File: config.mk
export PLATFORM = sky130hd
export DESIGN_NAME = mem_cycle_ctl_flat
export DESIGN_NICKNAME = d
export VERILOG_FILES = /design/src/rtl/mem_cycle_ctl_if.sv /design/src/rtl/mem_cycle_ctl.sv /design/src/flat_wrapper.sv
export SDC_FILE = /design/constraint.sdc
export NUM_CORES = 1
export LEC_CHECK = 0
export BUFFER_PORTS_ARGS = -buffer_cell sky130_fd_sc_hd__buf_2
export CAP_MARGIN = 40
export CORE_MARGIN = 5
export CORE_UTILIZATION = 55
export CTS_CLUSTER_SIZE = 40
export DETAILED_ROUTE_END_ITERATION = 16
export PLACE_DENSITY = 0.9
export SLEW_MARGIN = 15
export SYNTH_ARGS = -nofsm -noshare
export SYNTH_HDL_FRONTEND = slang
export SYNTH_SLANG_ARGS = --single-unit
File: constraint.sdc
create_clock -name clk -period 3.1 [get_ports clk]
set_clock_uncertainty 0.15 [all_clocks]
set_input_delay 0.62 -clock clk [delete_from_list [all_inputs] [get_ports clk]]
set_output_delay 0.62 -clock clk [all_outputs]
set_load 0.05 [all_outputs]
File: src/rtl/mem_cycle_ctl_if.sv
// Memory-cycle control bundle between the VMA/MD control stage, the memory bus
// and the cycle sequencer. The master side presents requests, map bits and the
// bus acknowledge; the slave side (the sequencer) returns cycle status strobes.
interface mem_cycle_ctl_if;
    // Request / qualification inputs to the sequencer
    logic state_write;
    logic memrd;
    logic memwr;
    logic use_md;
    logic map_valid;
    logic map_wrt;
    logic mem_ack;

    // Cycle status outputs from the sequencer
    logic memprepare;
    logic memstart;
    logic mem_req;
    logic wrcyc;
    logic rdcyc;
    logic mbusy;
    logic mfinish;
    logic loadmd;
    logic pfr;
    logic pfw;
    logic nxm;
    logic cpu_wait;

    modport master (
        output state_write, memrd, memwr, use_md, map_valid, map_wrt, mem_ack,
        input  memprepare, memstart, mem_req, wrcyc, rdcyc, mbusy, mfinish,
               loadmd, pfr, pfw, nxm, cpu_wait
    );

    modport slave (
        input  state_write, memrd, memwr, use_md, map_valid, map_wrt, mem_ack,
        output memprepare, memstart, mem_req, wrcyc, rdcyc, mbusy, mfinish,
               loadmd, pfr, pfw, nxm, cpu_wait
    );
endinterface

File: src/rtl/mem_cycle_ctl.sv
// Memory-cycle sequencer. Steps each accepted memrd/memwr request through a
// level-1 map read (PREPARE), a level-2 map read/permission check (START), the
// bus transfer (BUS) and a one-cycle FINISH, or aborts into FAULT on a map
// violation. All status outputs except cpu_wait are registered alongside the
// state so they change only on the clock edge.
module mem_cycle_ctl #(
    parameter int ACK_TIMEOUT = 255,
    parameter int TMO_W       = 8
) (
    input  logic            clk,
    input  logic            reset,
    mem_cycle_ctl_if.slave  bus
);

    // Last counter value before a BUS cycle without acknowledge is abandoned.
    localparam logic [TMO_W-1:0] TMO_LAST = TMO_W'(ACK_TIMEOUT - 1);

    typedef enum logic [2:0] {
        S_IDLE,
        S_PREPARE,
        S_START,
        S_BUS,
        S_FINISH,
        S_FAULT
    } state_t;

    state_t           state;
    state_t           state_nxt;
    logic [TMO_W-1:0] cnt;
    logic [TMO_W-1:0] cnt_nxt;
    logic             wrcyc_q;
    logic             wrcyc_nxt;
    logic             ack_fin;
    logic             tmo_fin;
    logic             req;
    logic             accept;

    logic             memprepare_q;
    logic             memstart_q;
    logic             mem_req_q;
    logic             rdcyc_q;
    logic             mbusy_q;
    logic             mfinish_q;
    logic             loadmd_q;
    logic             pfr_q;
    logic             pfw_q;
    logic             nxm_q;

    // A request is taken only when the sequencer is idle or just finishing;
    // anything presented while busy is dropped and re-presented by the stalled CPU.
    assign req    = bus.state_write & (bus.memrd | bus.memwr);
    assign accept = req & ((state == S_IDLE) | (state == S_FINISH));

    // Next-state, write-flag and timeout-counter decode.
    always_comb begin
        state_nxt = state;
        wrcyc_nxt = wrcyc_q;
        cnt_nxt   = cnt;
        ack_fin   = 1'b0;
        tmo_fin   = 1'b0;
        case (state)
            S_IDLE: begin
                if (accept) begin
                    state_nxt = S_PREPARE;
                    // Simultaneous read and write decode resolves as a write.
                    wrcyc_nxt = bus.memwr;
                end
            end
            S_PREPARE: begin
                state_nxt = S_START;
            end
            S_START: begin
                if (!bus.map_valid || (wrcyc_q && !bus.map_wrt)) begin
                    state_nxt = S_FAULT;
                end else begin
                    state_nxt = S_BUS;
                    cnt_nxt   = '0;
                end
            end
            S_BUS: begin
                // Acknowledge takes priority over a timeout in the same cycle.
                if (bus.mem_ack) begin
                    state_nxt = S_FINISH;
                    ack_fin   = 1'b1;
                end else if (cnt == TMO_LAST) begin
                    state_nxt = S_FINISH;
                    tmo_fin   = 1'b1;
                end else begin
                    cnt_nxt = cnt + TMO_W'(1);
                end
            end
            S_FINISH: begin
                // Back-to-back: a new request goes straight to PREPARE.
                if (accept) begin
                    state_nxt = S_PREPARE;
                    wrcyc_nxt = bus.memwr;
                end else begin
                    state_nxt = S_IDLE;
                end
            end
            S_FAULT: begin
                state_nxt = S_IDLE;
            end
            default: begin
                state_nxt = S_IDLE;
            end
        endcase
    end

    // State register with registered status outputs decoded from the next state.
    always_ff @(posedge clk) begin
        if (reset) begin
            state        <= S_IDLE;
            wrcyc_q      <= 1'b0;
            cnt          <= '0;
            memprepare_q <= 1'b0;
            memstart_q   <= 1'b0;
            mem_req_q    <= 1'b0;
            rdcyc_q      <= 1'b0;
            mbusy_q      <= 1'b0;
            mfinish_q    <= 1'b0;
            loadmd_q     <= 1'b0;
            pfr_q        <= 1'b0;
            pfw_q        <= 1'b0;
            nxm_q        <= 1'b0;
        end else begin
            state        <= state_nxt;
            wrcyc_q      <= wrcyc_nxt;
            cnt          <= cnt_nxt;
            memprepare_q <= (state_nxt == S_PREPARE);
            memstart_q   <= (state_nxt == S_START);
            mem_req_q    <= (state_nxt == S_BUS);
            mfinish_q    <= (state_nxt == S_FINISH);
            mbusy_q      <= (state_nxt == S_PREPARE) | (state_nxt == S_START) |
                            (state_nxt == S_BUS);
            rdcyc_q      <= (state_nxt != S_IDLE) & ~wrcyc_nxt;
            // MD is loaded only when a read actually completed on the bus.
            loadmd_q     <= ack_fin & ~wrcyc_q;
            nxm_q        <= tmo_fin;
            pfr_q        <= (state_nxt == S_FAULT) & ~wrcyc_q;
            pfw_q        <= (state_nxt == S_FAULT) & wrcyc_q;
        end
    end

    assign bus.memprepare = memprepare_q;
    assign bus.memstart   = memstart_q;
    assign bus.mem_req    = mem_req_q;
    assign bus.wrcyc      = wrcyc_q;
    assign bus.rdcyc      = rdcyc_q;
    assign bus.mbusy      = mbusy_q;
    assign bus.mfinish    = mfinish_q;
    assign bus.loadmd     = loadmd_q;
    assign bus.pfr        = pfr_q;
    assign bus.pfw        = pfw_q;
    assign bus.nxm        = nxm_q;

    // Stall the CPU while a new request cannot be taken, or while it wants MD
    // before an in-flight read has delivered it.
    assign bus.cpu_wait = (req & mbusy_q) |
                          (bus.use_md & ~wrcyc_q & (mbusy_q | mfinish_q));

endmodule

File: src/flat_wrapper.sv
// flat-port wrapper written by rule: the top's interface ports become plain ports
module mem_cycle_ctl_flat 
#(
    parameter int ACK_TIMEOUT = 255,
    parameter int TMO_W       = 8
)
  (clk, reset, bus_state_write, bus_memrd, bus_memwr, bus_use_md, bus_map_valid, bus_map_wrt, bus_mem_ack, bus_memprepare, bus_memstart, bus_mem_req, bus_wrcyc, bus_rdcyc, bus_mbusy, bus_mfinish, bus_loadmd, bus_pfr, bus_pfw, bus_nxm, bus_cpu_wait);
  mem_cycle_ctl_if bus_i ();
  input  logic clk;
  input  logic reset;
  input wire logic [$bits(bus_i.state_write)-1:0] bus_state_write;
  input wire logic [$bits(bus_i.memrd)-1:0] bus_memrd;
  input wire logic [$bits(bus_i.memwr)-1:0] bus_memwr;
  input wire logic [$bits(bus_i.use_md)-1:0] bus_use_md;
  input wire logic [$bits(bus_i.map_valid)-1:0] bus_map_valid;
  input wire logic [$bits(bus_i.map_wrt)-1:0] bus_map_wrt;
  input wire logic [$bits(bus_i.mem_ack)-1:0] bus_mem_ack;
  output wire logic [$bits(bus_i.memprepare)-1:0] bus_memprepare;
  output wire logic [$bits(bus_i.memstart)-1:0] bus_memstart;
  output wire logic [$bits(bus_i.mem_req)-1:0] bus_mem_req;
  output wire logic [$bits(bus_i.wrcyc)-1:0] bus_wrcyc;
  output wire logic [$bits(bus_i.rdcyc)-1:0] bus_rdcyc;
  output wire logic [$bits(bus_i.mbusy)-1:0] bus_mbusy;
  output wire logic [$bits(bus_i.mfinish)-1:0] bus_mfinish;
  output wire logic [$bits(bus_i.loadmd)-1:0] bus_loadmd;
  output wire logic [$bits(bus_i.pfr)-1:0] bus_pfr;
  output wire logic [$bits(bus_i.pfw)-1:0] bus_pfw;
  output wire logic [$bits(bus_i.nxm)-1:0] bus_nxm;
  output wire logic [$bits(bus_i.cpu_wait)-1:0] bus_cpu_wait;
  assign bus_i.state_write = bus_state_write;
  assign bus_i.memrd = bus_memrd;
  assign bus_i.memwr = bus_memwr;
  assign bus_i.use_md = bus_use_md;
  assign bus_i.map_valid = bus_map_valid;
  assign bus_i.map_wrt = bus_map_wrt;
  assign bus_i.mem_ack = bus_mem_ack;
  assign bus_memprepare = bus_i.memprepare;
  assign bus_memstart = bus_i.memstart;
  assign bus_mem_req = bus_i.mem_req;
  assign bus_wrcyc = bus_i.wrcyc;
  assign bus_rdcyc = bus_i.rdcyc;
  assign bus_mbusy = bus_i.mbusy;
  assign bus_mfinish = bus_i.mfinish;
  assign bus_loadmd = bus_i.loadmd;
  assign bus_pfr = bus_i.pfr;
  assign bus_pfw = bus_i.pfw;
  assign bus_nxm = bus_i.nxm;
  assign bus_cpu_wait = bus_i.cpu_wait;
  mem_cycle_ctl #(.ACK_TIMEOUT(ACK_TIMEOUT), .TMO_W(TMO_W)) u_core (.clk(clk), .reset(reset), .bus(bus_i));
endmodule
# ---- Word-level counts from Yosys, hierarchy flattened
# Cells that the tools add are included.
# Widths: inputs -> output; s select.
dict set report totals {
  regBits 22
  input_bits 9
  out_inout_bits 12
}
dict set report classes {
  muxes 15
  eq_ne 13
  reduce_logical 10
  addsub 1
  bitwise_logic 18
}
# operator count
set ops {}
lappend ops {{$mux 8} 3}
lappend ops {{$pmux 8 s2} 1}
lappend ops {{$pmux 3 s5} 1}
lappend ops {{$eq 3x2->1 const B} 4}
lappend ops {{$mux 3} 4}
lappend ops {{$and 1x1->1} 9}
lappend ops {{$eq 3x3->1 const B} 3}
lappend ops {{$add 8x1->8 const B} 1}
lappend ops {{$eq 8x8->1 const B} 1}
lappend ops {{$eq 3x1->1 const B} 2}
lappend ops {{$mux 1} 6}
lappend ops {{$ne 2x2->1 const B} 3}
lappend ops {{$or 1x1->1} 6}
lappend ops {{$reduce_and 4->1} 1}
lappend ops {{$logic_not 3->1} 1}
lappend ops {{$not 1->1} 3}
lappend ops {{$reduce_bool 3->1} 1}
lappend ops {{$reduce_or 3->1} 1}
lappend ops {{$logic_not 1->1} 2}
lappend ops {{$reduce_bool 2->1} 1}
lappend ops {{$reduce_or 2->1} 1}
lappend ops {{$logic_and 1x1->1} 1}
lappend ops {{$logic_or 1x1->1} 1}

# ---- Longest topological paths before layout
dict set report logic_depth {
  ltp_word 8
  mapped_depth 7
}

# ---- Worst setup path before layout
# No wires, ideal clock.
dict set report synth_timing {
  path_type {flip-flop to output port}
  from {reg u_core.mbusy_q, in the netlist u_core.bus.mbusy}
  to {out bus_cpu_wait}
  path_stages_with_launch 3
  required_ns 2.330
  t_arrival_ns 1.955
  setup_slack_ns 0.375
  n_path_buf 0
  path_cell_list {dfxtp_1 -> nor2_1 -> o32ai_1}
}
dict set report synth_via {
  elab_chain_cells 3
  elab_cells_between_ends 4
}
# element line_no
set synth_rtl {}
lappend synth_rtl {{from (decl)} mem_cycle_ctl.sv:42} ;# logic mbusy_q;
lappend synth_rtl {{from (signal assigned)} mem_cycle_ctl.sv:134} ;# mbusy_q <= (state_nxt == S_PREPARE) | (state_nxt == S_START) |
lappend synth_rtl {{$or 1x1->1} mem_cycle_ctl.sv:160} ;# (bus.use_md & ~wrcyc_q & (mbusy_q | mfinish_q));
lappend synth_rtl {{$and 1x1->1} mem_cycle_ctl.sv:160}
lappend synth_rtl {{$or 1x1->1 *} mem_cycle_ctl.sv:159} ;# assign bus.cpu_wait = (req & mbusy_q) |
lappend synth_rtl {{to (decl)} flat_wrapper.sv:29} ;# output wire logic [$bits(bus_i.cpu_wait)-1:0] bus_cpu_wait;
# Every way passes the cells marked *; elsewhere a longest branch is shown, timed or not.

# ---- Final worst setup path
dict set report layout_timing {
  from {in bus_memwr}
  to {out bus_cpu_wait}
}
dict set report layout_via {
  elab_chain_cells 4
}
# element line_no
set layout_rtl {}
lappend layout_rtl {{from (decl)} flat_wrapper.sv:13} ;# input wire logic [$bits(bus_i.memwr)-1:0] bus_memwr;
lappend layout_rtl {{$or 1x1->1} mem_cycle_ctl.sv:51} ;# assign req = bus.state_write & (bus.memrd | bus.memwr);
lappend layout_rtl {{$and 1x1->1} mem_cycle_ctl.sv:51}
lappend layout_rtl {{$and 1x1->1} mem_cycle_ctl.sv:159}
lappend layout_rtl {{$or 1x1->1} mem_cycle_ctl.sv:159}
# Every way passes these cells.

==> results.md <==
* Most frequent cells in the layout: 22 x dfxtp_1, 20 x buf_2, 13 x nor2_1, 6 x inv_1, 6 x xnor2_1
* Hold crit path type: primary input to flip-flop
* Worst VDD drop at 458 uV
* Later-pin clock latency in the skew report at 320 ps
* Net Count, Synth at 111
* RR Endpoint: u_core.cnt[1]$_SDFFE_PP0P_
* # setup viols final at 0
* Antenna violations before repair at 0
* WHS Path Cells at 2
* CTS Root Cell: clkbuf_4
* CP Capture Type: output port
* Area delta synth->final at 18.6%
* Critical Path RT at 2330 ps
* Reg2Reg Depth at 7
* FFs w/ async S/R, synth at 0
* Max_cap viols at 0
* DR WL/cell at 13.9 um
* Clk slew on worst S/H paths at 130 ps
* Io pins at 21
* Crit Path Class: primary input to output port
* Max Transition Viols Final at 0
* Met1 Use GR at 0.221
* Reg2reg setup slack at 1200 ps
* Least-Margin Pin Slew at 437 ps
* FF+latch area at 440 um2
* Fill count at 135
* Via/cell ratio at 5.55
* Die H at 51.9 um
* GR peak layer: met2
* Number of DRC markers in iteration 0 at 18
* Nets at 135
* EDFF count, synth at 0
* CTS tree: built
* Post-synth top flop: dfxtp_1
* Status: finished, final reports clean
* CTS buffer count at 3
* Synth Cell Area at 967 um2
* Critical Path AT at 1500 ps
* Leakage power at 0.471 nW
* Row count at 15
* Clock period minus worst slack at 2270 ps
* Antenna diode count at 0
* Routability Congestion at 0.762
* Setup crit start kind: primary input
* Reg2reg start: u_core.cnt[0]$_SDFFE_PP0P_
* Share of layout cells above drive strength 1 at 0.285
* First-pass GRT wire length at 3.56 mm
* Flops & latches, synth at 22
* Die width at 51.9 um
* # DRC at 0
* Gr ovfl total at 0
* Initial cell density of the core at 0.566
* Synth Warn # at 0
* Area of the multi-input gates at 500 um2
* Fin Setup TNS at 0 ps
* Post-Synthesis Cells at 100
* Hold Startpoint: bus_mem_ack
* Final WL at 2.05 mm
* GRT Util Overall at 0.179
* RSZ-0062 raised after global routing: false
* H-tree Lvls at 1
* Count of cell types in the netlist at 38
* Maximum buffer depth of the clock tree at 2
* DIE AREA at 2700 um2
* Synthesized area per cell at 9.67 um2
* PD cells at 539 nW/um2
* Cts repair resizes at 0
* Sequential area share after synthesis at 0.455
* Fmax at 441 MHz
* CORE AREA at 1710 um2
* Routed vias at 821
* Met2 Use GR at 0.295
* DR pass1 iterations at 4
* Final Cycle Share at 0.731
* DP HPWL at 1.43 mm
* Commonest non-fill, non-tap cell in the layout: dfxtp_1
* Worst Hold Slack at 324 ps
* Slew headroom at 0.705
* Clock sinks at 22
* Met3 Use GR at 0.0315
* CTS Hold Bufs at 0
* Post-route setup slack at 833 ps
* Vias in the first global route at 798
* Post-CTS Repair Setup Buffers at 0
* Fin. Hold Viols at 0
* Pin count of the biggest net entering global routing at 14
* I/O Buffers at 20
* Antenna Violating Nets Remaining at 0
* Setup WS pre-CTS at 817 ps
* Hold path endpoint: u_core.bus.nxm$_SDFF_PP0_
* CP Max Fanout at 4
## cell usage after synthesis (2+ instances only)
master | count | area (um2)
o21bai_1 | 2 | 15.0
ha_1 | 2 | 25.0
nand2_1 | 2 | 7.51
inv_1 | 6 | 22.5
nor3_1 | 5 | 25.0
nor3b_1 | 2 | 15.0
nor2b_1 | 3 | 18.8
nand3_1 | 3 | 15.0
dfxtp_1 | 22 | 440
nand2b_1 | 2 | 12.5
nor2_1 | 13 | 48.8
xnor2_1 | 6 | 52.6
nor4_1 | 5 | 31.3
nand4_1 | 3 | 18.8
## worst max path at each step
stage | from | to | slack (ps)
after global placement | bus_memwr | bus_cpu_wait | 920
after floorplan | u_core.bus.mbusy$_SDFF_PP0_ | bus_cpu_wait | 370
after detailed placement | bus_memwr | bus_cpu_wait | 820
after CTS | bus_memwr | bus_cpu_wait | 820
final | bus_memwr | bus_cpu_wait | 830
after global routing | bus_memwr | bus_cpu_wait | 760
## flip-flops by register name, summed over array words and instances (netlist names)
name and flops:
u_core.bus.mfinish 1, u_core.cnt 8, u_core.bus.mem_req 1, u_core.bus.nxm 1
u_core.state 3, u_core.bus.mbusy 1, u_core.bus.memstart 1, u_core.bus.loadmd 1
u_core.bus.wrcyc 1, u_core.bus.pfw 1, u_core.bus.memprepare 1, u_core.bus.rdcyc 1
u_core.bus.pfr 1
## final cells by class
cell class | instances | area share
clock inverter | 1 | 0.0262
sequential | 22 | 0.384
multi-input combinational | 71 | 0.436
inverter | 6 | 0.0196
tap | 25 | 0.0273
clock buffer | 3 | 0.0196
timing repair buffer | 20 | 0.0872
## where the power goes
part / total [mW] / internal [mW] / switching, mW
logic: 0.0912 / 0.0302 / 0.0610
clock network: 0.224 / 0.131 / 0.0927
registers: 0.304 / 0.293 / 0.0106
## per-layer routing
metal | up-vias | part of all wire
met3 | 7 | 0.065
met5 | - | 0
met1 | 377 | 0.44
met4 | 0 | 0.024
li1 | 403 | -
met2 | 34 | 0.47
## critical path: stages
cell and delay, ps:
buf_2 100, o21ai_0 370, o32ai_1 160, buf_2 240
## kinds of logic (layout without fill, tap and decap cells)
| kind of cell | after synthesis | count (layout) | share of synthesized area |
|---|---|---|---|
| AND/OR/NAND/NOR | 48 | 48 | 0.300 |
| flip-flops | 22 | 22 | 0.455 |
| AO/OA/AOI/OAI | 13 | 13 | 0.115 |
| buffers and inverters | 7 | 30 | 0.0272 |
| XOR/XNOR | 6 | 6 | 0.0543 |
| adder cells (fa/ha/maj) | 2 | 2 | 0.0259 |
| multiplexers | 2 | 2 | 0.0220 |
## metrics by stage
stage / instances / total power, mW / cell area (um2) / utilization
6_report: 148 / 0.618 / 1150 / 0.672
5_1_grt: 148 / 0.642 / 1150 / 0.672
4_1_cts: 148 / 0.618 / 1150 / 0.672
3_5_place_dp: 144 / 0.401 / 1090 / 0.641
3_3_place_gp: 144 / 0.397 / 1090 / 0.641
2_1_floorplan: 100 / 0.376 / 967 / -
No activity file was read; power rests on OpenSTA's default activity.
